<file path="src/rtl/usb_protocol_ctrl_if.sv">
// Signal bundle between the USB transaction sequencer and its usb_rx, usb_tx
// and buffer/AHB-side peers.
interface usb_protocol_ctrl_if;
  logic [3:0] rx_packet;
  logic       rx_data_ready;
  logic       rx_transfer_active;
  logic       rx_error;
  logic       tx_done;
  logic       tx_error;
  logic [6:0] buffer_occupancy;
  logic       data_request;
  logic       tx_start;
  logic [3:0] tx_packet;
  logic       d_mode;
  logic       clear;
  logic       rx_done;
  logic       tx_complete;
  logic       proto_error;

  modport master (
    input  rx_packet, rx_data_ready, rx_transfer_active, rx_error,
    input  tx_done, tx_error, buffer_occupancy, data_request,
    output tx_start, tx_packet, d_mode, clear, rx_done, tx_complete, proto_error
  );

  modport slave (
    output rx_packet, rx_data_ready, rx_transfer_active, rx_error,
    output tx_done, tx_error, buffer_occupancy, data_request,
    input  tx_start, tx_packet, d_mode, clear, rx_done, tx_complete, proto_error
  );
endinterface

</file>
<file path="src/rtl/usb_protocol_ctrl.sv">
// USB endpoint transaction sequencer: reacts to decoded host packets, issues
// handshake/data PIDs, tracks DATA0/DATA1 toggles and owns the buffer direction.
module usb_protocol_ctrl #(
  parameter int TIMEOUT_CYCLES = 96,
  parameter int CNT_W          = 8
) (
  input  logic                clk,
  input  logic                n_rst,
  usb_protocol_ctrl_if.master bus
);

  localparam logic [3:0] PID_OUT   = 4'b0001;
  localparam logic [3:0] PID_IN    = 4'b1001;
  localparam logic [3:0] PID_ACK   = 4'b0010;
  localparam logic [3:0] PID_NAK   = 4'b1010;
  localparam logic [3:0] PID_DATA0 = 4'b0011;
  localparam logic [3:0] PID_DATA1 = 4'b1011;
  localparam logic [CNT_W-1:0] TIMER_LAST = CNT_W'(TIMEOUT_CYCLES - 1);

  typedef enum logic [2:0] {
    S_IDLE,
    S_WAIT_DATA,
    S_SEND_HS,
    S_SEND_DATA,
    S_WAIT_ACK
  } state_t;

  state_t           state_reg, state_next;
  logic [CNT_W-1:0] timer_reg, timer_next;
  logic             rx_toggle_reg, rx_toggle_next;
  logic             tx_toggle_reg, tx_toggle_next;
  logic             tx_start_reg, tx_start_next;
  logic [3:0]       tx_packet_reg, tx_packet_next;
  logic             d_mode_reg, d_mode_next;
  logic             clear_reg, clear_next;
  logic             rx_done_reg, rx_done_next;
  logic             tx_complete_reg, tx_complete_next;
  logic             proto_error_reg, proto_error_next;

  logic rx_fault;
  logic rx_event;
  logic tx_fault;
  logic is_data_pid;
  logic data_is_new;
  logic in_ready;
  logic timed_out;
  logic waiting;

  // rx_error masks a coincident rx_data_ready; tx_error masks tx_done.
  assign rx_fault    = bus.rx_error;
  assign rx_event    = bus.rx_data_ready && !bus.rx_error;
  assign tx_fault    = bus.tx_error;
  assign is_data_pid = (bus.rx_packet == PID_DATA0) || (bus.rx_packet == PID_DATA1);
  assign data_is_new = (bus.rx_packet[3] == rx_toggle_reg);
  assign in_ready    = bus.data_request && (bus.buffer_occupancy != 7'd0);
  assign timed_out   = (timer_reg == TIMER_LAST);
  assign waiting     = (state_reg == S_WAIT_DATA) || (state_reg == S_WAIT_ACK);

  always_ff @(posedge clk or negedge n_rst) begin
    if (!n_rst) begin
      state_reg       <= S_IDLE;
      timer_reg       <= '0;
      rx_toggle_reg   <= 1'b0;
      tx_toggle_reg   <= 1'b0;
      tx_start_reg    <= 1'b0;
      tx_packet_reg   <= 4'b0000;
      d_mode_reg      <= 1'b0;
      clear_reg       <= 1'b0;
      rx_done_reg     <= 1'b0;
      tx_complete_reg <= 1'b0;
      proto_error_reg <= 1'b0;
    end else begin
      state_reg       <= state_next;
      timer_reg       <= timer_next;
      rx_toggle_reg   <= rx_toggle_next;
      tx_toggle_reg   <= tx_toggle_next;
      tx_start_reg    <= tx_start_next;
      tx_packet_reg   <= tx_packet_next;
      d_mode_reg      <= d_mode_next;
      clear_reg       <= clear_next;
      rx_done_reg     <= rx_done_next;
      tx_complete_reg <= tx_complete_next;
      proto_error_reg <= proto_error_next;
    end
  end

  always_comb begin
    state_next = state_reg;
    case (state_reg)
      S_IDLE: begin
        if (rx_event) begin
          if (bus.rx_packet == PID_OUT) begin
            state_next = S_WAIT_DATA;
          end else if (bus.rx_packet == PID_IN) begin
            state_next = in_ready ? S_SEND_DATA : S_SEND_HS;
          end
        end
      end
      S_WAIT_DATA: begin
        if (rx_fault) begin
          state_next = S_IDLE;
        end else if (rx_event) begin
          state_next = is_data_pid ? S_SEND_HS : S_IDLE;
        end else if (timed_out) begin
          state_next = S_IDLE;
        end
      end
      S_SEND_HS: begin
        if (tx_fault || bus.tx_done) state_next = S_IDLE;
      end
      S_SEND_DATA: begin
        if (tx_fault) begin
          state_next = S_IDLE;
        end else if (bus.tx_done) begin
          state_next = S_WAIT_ACK;
        end
      end
      S_WAIT_ACK: begin
        if (rx_fault || rx_event || timed_out) state_next = S_IDLE;
      end
      default: state_next = S_IDLE;
    endcase
  end

  always_comb begin
    tx_start_next    = 1'b0;
    tx_packet_next   = tx_packet_reg;
    clear_next       = 1'b0;
    rx_done_next     = 1'b0;
    tx_complete_next = 1'b0;
    proto_error_next = 1'b0;
    rx_toggle_next   = rx_toggle_reg;
    tx_toggle_next   = tx_toggle_reg;
    d_mode_next      = (state_next == S_SEND_DATA) || (state_next == S_WAIT_ACK);
    timer_next       = '0;

    case (state_reg)
      S_IDLE: begin
        if (rx_fault) begin
          clear_next = 1'b1;
        end else if (rx_event) begin
          if (bus.rx_packet == PID_IN) begin
            tx_start_next  = 1'b1;
            tx_packet_next = in_ready ? (tx_toggle_reg ? PID_DATA1 : PID_DATA0) : PID_NAK;
          end else if (bus.rx_packet != PID_OUT) begin
            proto_error_next = 1'b1;
          end
        end
      end
      S_WAIT_DATA: begin
        if (rx_fault) begin
          clear_next = 1'b1;
        end else if (rx_event) begin
          if (is_data_pid) begin
            tx_start_next  = 1'b1;
            tx_packet_next = PID_ACK;
            // A stale toggle is a host retransmission: ACK it but drop the payload.
            if (data_is_new) begin
              rx_toggle_next = !rx_toggle_reg;
              rx_done_next   = 1'b1;
            end else begin
              clear_next = 1'b1;
            end
          end else begin
            proto_error_next = 1'b1;
            clear_next       = 1'b1;
          end
        end else if (timed_out) begin
          proto_error_next = 1'b1;
        end
      end
      S_SEND_HS, S_SEND_DATA: begin
        if (tx_fault) proto_error_next = 1'b1;
      end
      S_WAIT_ACK: begin
        if (rx_event && !rx_fault && bus.rx_packet == PID_ACK) begin
          tx_toggle_next   = !tx_toggle_reg;
          clear_next       = 1'b1;
          tx_complete_next = 1'b1;
        end else if (rx_fault || rx_event || timed_out) begin
          proto_error_next = 1'b1;
        end
      end
      default: ;
    endcase

    // Timer restarts on every wait entry and only runs while the bus is quiet.
    if (waiting && state_next == state_reg) begin
      timer_next = timer_reg;
      if (!bus.rx_transfer_active && !timed_out) timer_next = timer_reg + CNT_W'(1);
    end
  end

  assign bus.tx_start    = tx_start_reg;
  assign bus.tx_packet   = tx_packet_reg;
  assign bus.d_mode      = d_mode_reg;
  assign bus.clear       = clear_reg;
  assign bus.rx_done     = rx_done_reg;
  assign bus.tx_complete = tx_complete_reg;
  assign bus.proto_error = proto_error_reg;

endmodule

</file>
<file path="src/flat_wrapper.sv">
// flat-port wrapper written by rule: the top's interface ports become plain ports
module usb_protocol_ctrl_flat 
#(
  parameter int TIMEOUT_CYCLES = 96,
  parameter int CNT_W          = 8
)
  (clk, n_rst, bus_rx_packet, bus_rx_data_ready, bus_rx_transfer_active, bus_rx_error, bus_tx_done, bus_tx_error, bus_buffer_occupancy, bus_data_request, bus_tx_start, bus_tx_packet, bus_d_mode, bus_clear, bus_rx_done, bus_tx_complete, bus_proto_error);
  usb_protocol_ctrl_if bus_i ();
  input  logic clk;
  input  logic n_rst;
  input wire logic [$bits(bus_i.rx_packet)-1:0] bus_rx_packet;
  input wire logic [$bits(bus_i.rx_data_ready)-1:0] bus_rx_data_ready;
  input wire logic [$bits(bus_i.rx_transfer_active)-1:0] bus_rx_transfer_active;
  input wire logic [$bits(bus_i.rx_error)-1:0] bus_rx_error;
  input wire logic [$bits(bus_i.tx_done)-1:0] bus_tx_done;
  input wire logic [$bits(bus_i.tx_error)-1:0] bus_tx_error;
  input wire logic [$bits(bus_i.buffer_occupancy)-1:0] bus_buffer_occupancy;
  input wire logic [$bits(bus_i.data_request)-1:0] bus_data_request;
  output wire logic [$bits(bus_i.tx_start)-1:0] bus_tx_start;
  output wire logic [$bits(bus_i.tx_packet)-1:0] bus_tx_packet;
  output wire logic [$bits(bus_i.d_mode)-1:0] bus_d_mode;
  output wire logic [$bits(bus_i.clear)-1:0] bus_clear;
  output wire logic [$bits(bus_i.rx_done)-1:0] bus_rx_done;
  output wire logic [$bits(bus_i.tx_complete)-1:0] bus_tx_complete;
  output wire logic [$bits(bus_i.proto_error)-1:0] bus_proto_error;
  assign bus_i.rx_packet = bus_rx_packet;
  assign bus_i.rx_data_ready = bus_rx_data_ready;
  assign bus_i.rx_transfer_active = bus_rx_transfer_active;
  assign bus_i.rx_error = bus_rx_error;
  assign bus_i.tx_done = bus_tx_done;
  assign bus_i.tx_error = bus_tx_error;
  assign bus_i.buffer_occupancy = bus_buffer_occupancy;
  assign bus_i.data_request = bus_data_request;
  assign bus_tx_start = bus_i.tx_start;
  assign bus_tx_packet = bus_i.tx_packet;
  assign bus_d_mode = bus_i.d_mode;
  assign bus_clear = bus_i.clear;
  assign bus_rx_done = bus_i.rx_done;
  assign bus_tx_complete = bus_i.tx_complete;
  assign bus_proto_error = bus_i.proto_error;
  usb_protocol_ctrl #(.TIMEOUT_CYCLES(TIMEOUT_CYCLES), .CNT_W(CNT_W)) u_core (.clk(clk), .n_rst(n_rst), .bus(bus_i));
endmodule
</file>
<file path="config.mk">
export PLATFORM = sky130hd
export DESIGN_NAME = usb_protocol_ctrl_flat
export DESIGN_NICKNAME = d
export VERILOG_FILES = /design/src/rtl/usb_protocol_ctrl_if.sv /design/src/rtl/usb_protocol_ctrl.sv /design/src/flat_wrapper.sv
export SDC_FILE = /design/constraint.sdc
export NUM_CORES = 1
export LEC_CHECK = 0
export BUFFER_PORTS_ARGS = -buffer_cell sky130_fd_sc_hd__buf_2
export CAP_MARGIN = 20
export CELL_PAD_IN_SITES_DETAIL_PLACEMENT = 0
export CELL_PAD_IN_SITES_GLOBAL_PLACEMENT = 1
export CORE_MARGIN = 5
export CORE_UTILIZATION = 40
export CTS_CLUSTER_DIAMETER = 100
export DETAILED_ROUTE_END_ITERATION = 16
export PLACE_DENSITY = 0.89
export SLEW_MARGIN = 10
export SYNTH_ARGS = -nofsm -noshare
export SYNTH_HDL_FRONTEND = slang
export SYNTH_SLANG_ARGS = --single-unit
</file>
<file path="constraint.sdc">
create_clock -name clk -period 2.4 [get_ports clk]
set_input_delay 0.12 -clock clk [delete_from_list [all_inputs] [get_ports clk]]
set_output_delay 0.12 -clock clk [all_outputs]
set_load 0.005 [all_outputs]
</file>
==> metrics.md <==
| Metric | Value |
|---|---|
| Fraction of final layout cells with drive strength greater than 1 | `29.2%` |
| Clock Skew | `0.00363 ns` |
| Number of nets in the synthesized netlist | `approximately 140` |
| Footprint of the flip-flops and latches | `551 µm²` |
| Number of flip-flops and latches in the synthesized netlist | `22` |
| Post_cts resized | `0` |
| Antenna cells | `0` |
| Delay contributed by the slowest stage of the critical path | `0.54 ns` |
| CTS Sinks | `22` |
| Final-report setup violation count | `0` |
| DP Area | `1370 µm²` |
| Maximum fanout along the worst path | `9` |
| Post-synthesis to final-layout area growth | `15.2%` |
| Fill cell instance count of the final layout | `~290` |
| Launching element type of the critical path | `flop` |
| Depth of the CTS H-tree | `1` |
| Routed wire length | `about 2500 µm` |
| Sequential cell area fraction in the yosys report | `a little under half` |
| Standard cell core area | `roughly 3000 µm²` |
| Worst-case headroom to the max-slew limit | `roughly 66%` |
| GR Overflow Total | `0` |
| Max-Cap Viols | `0` |
| Post-synth top cells | `dfrtp_1 (22), nor2_1 (10), inv_1 (8)` |
| Detailed-router iteration count before antenna repair | `4` |
| Leak Pwr | `between 0.0006 and 0.0007 µW` |
| Pin count of the biggest net entering global routing | `23` |
| RSZ-0062 raised after global routing | `false` |
| Std-Cell Rows | `20` |
| Antenna violations before repair | `0` |
| Cell count after synthesis | `about 120` |
| Dominant combinational cell family by area after synthesis | `simple AND/OR/NAND/NOR gates` |
| Peak supply drop | `around 0.22 mV` |
| Number of enable-type register cells in the synthesized netlist | `0` |
| Gpl congestion | `0.831` |
| Xor/xnor share of the synthesized area | `5.77%` |
| Cell area after synthesis | `between 1000 and 1500 µm²` |
| Clock slew at the register clock pins of the worst setup and hold paths | `approximately 0.12 ns` |
| Mapped Avg Cell Area | `about 10 µm²` |
| Fin. max-slew vios | `0` |
| Overall die height | `roughly 65 µm` |
| Setup slack of the worst register-to-register path | `~0.43 ns` |
| IO Port Bufs | `27` |
| Number of top-level pins | `29` |
| Total Routing Usage GR | `13.5%` |
| Arrival time at the worst endpoint | `2.17 ns` |
| Root buffer selected by CTS | `clkbuf_4` |
| Wire length of the first global-routing pass | `about 4600 µm` |
| Fmax | `approximately 500 MHz` |
| Most repeated cell in the gate-level netlist after synthesis | `dfrtp_1` |
| Kind of critical path | `flop to flop` |
| Share of synthesized cell area in full adder, half adder and majority cells | `under 10%` |
| Kind of end point of the critical path | `flop` |
| Synthesized-area fraction occupied by and/or/nand/nor cells | `23.9%` |
| Synth warnings | `0` |
| Max reg flops | `8` |
| Area of the multi-input gates | `a little over 600 µm²` |
| Fin Setup TNS | `0 ns` |
| Vias | `about 990` |
| Number of endpoints with negative hold slack in the final report | `0` |
| Cts hold-fix bufs | `1` |
| Mean routed wirelength per cell | `between 10 and 15 µm` |
| Horiz. Die Dim | `~65 µm` |
| Asr flop ratio synth | `100%` |
| Primary FF master, synth | `dfrtp_1` |
| Dominant cell type by area after synthesis | `dfrtp_1` |
| Post-CTS setup-driven buffer insertion count | `0` |
| Fraction of the mapped netlist area in compound gates | `approximately 17%` |
| Pwr Total | `~640 µW` |
| Final min period | `just under 2 ns` |
| CTS Buffer Depth | `2` |
| Place WS | `between 0.4 and 0.5 ns` |
| Transition time at the pin with the least slew margin | `around 0.5 ns` |
| Type of the tightest min-delay check | `primary input to flop` |
| TritonCTS Buffers | `3` |
| Via count normalized by instance count | `between 5 and 6` |
| Final #Nets | `about 170` |
| Required time at the endpoint of the critical path | `~2.6 ns` |
| Remaining DRCs | `0` |
| CTS tree | `built` |
| Min Hold Slack | `approximately 0.083 ns` |
| Post-route setup slack | `0.425 ns` |
| Share of Yosys cell area claimed by the top area cell type | `45.3%` |
| Number of nets with antenna violations after routing | `0` |
| Die Area | `4240 µm²` |
| Starting utilization of the core area | `around 40%` |
| Initial drt markers | `30` |
| Run status | `finished, final reports clean` |
| Post-DP HPWL | `~2000 µm` |
| Layout Cell Area excl Fill | `about 1400 µm²` |
| Number of global-route vias before repair | `971` |
| CP Cell Sequence | `or3b_1 -> or3_4 -> a21bo_4 -> mux2_4` |
| Period utilisation layout | `~82%` |
| Post-synthesis mux area share | `2.06%` |
| Worst-path cell with the longest stage delay | `dfrtp_1` |
| Power density over cell area | `between 400 and 500 nW/µm²` |
| Clock latency at the later pin of the worst-skew pair | `~0.30 ns` |
| Number of distinct library cells after synthesis | `50` |
| Synth top area cells | `dfrtp_1 (45%), xnor2_1 (4.3%), nor2_1 (3.1%), o21ai_0 (2.9%), inv_1 (2.5%)` |
routing by layer:
layer	GRT usage [%]	part of all wire (%)
met5	0	0
met4	4.66	1.8
met3	1.54	3.0
met2	20.4	47
met1	20.0	48
power breakdown:
part           internal (µW)  switching (µW)  leakage [µW]
clock                   58.5             105     0.0000138
combinational           42.4            43.3      0.000322
sequential               386            7.88      0.000297
critical path: cells and delay by family (launching register included):
family	cells	cell delay, ns
flops	1	0.54
compound gates	1	0.21
simple gates	2	0.83
mux	1	0.30
final timing paths:
| path | depth (start not counted) | end | from |
|---|---|---|---|
| setup / recovery | 4 | u_core.bus.tx_packet[0]$_DFFE_PN0P_ | u_core.state_reg[0]$_DFF_PN0_ |
| hold / removal | 2 | u_core.bus.proto_error$_DFF_PN0_ | bus_tx_error |
| setup reg to reg | 4 | u_core.bus.tx_packet[0]$_DFFE_PN0P_ | u_core.state_reg[0]$_DFF_PN0_ |
| hold reg to reg | 1 | u_core.bus.tx_packet[1]$_DFFE_PN0P_ | u_core.bus.tx_packet[1]$_DFFE_PN0P_ |
| max in group asynchronous | 2 | u_core.bus.d_mode$_DFF_PN0_ | n_rst |
| min in group asynchronous | 2 | u_core.bus.proto_error$_DFF_PN0_ | n_rst |
layout by cell type, fill, tap and decap left out, types with 3 or more instances in the layout:
| master | instances |
|---|---|
| dfrtp_1 | 22 |
| nor3b_1 | 4 |
| o21ai_0 | 7 |
| nand4_1 | 3 |
| inv_1 | 8 |
| buf_2 | 27 |
| o211ai_1 | 3 |
| nand2_1 | 4 |
| xnor2_1 | 6 |
| nor2_1 | 10 |
| clkbuf_4 | 3 |
| nand3_1 | 3 |
metrics by stage:
step	instances	utilization [%]
floorplan	116	-
global placement	173	45.9
detailed placement	173	45.9
CTS	177	47.0
global route	177	47.0
finish	177	47.0
logic make-up after synthesis:
family / after synthesis
adder cells (fa/ha/maj): 1
AND/OR/NAND/NOR: 44
other: 1
buffers and inverters: 11
AO/OA/AOI/OAI: 27
multiplexers: 2
flip-flops: 22
XOR/XNOR: 8
area by class of cell:
type                            count  area share, %
Inverter                            8           2.14
Tap cell                           33           2.95
Multi-Input combinational cell     83           43.6
Clock buffer                        3           1.61
Sequential cell                    22           39.3
Timing Repair Buffer               28           10.4
No activity file was read; power rests on OpenSTA's default activity.
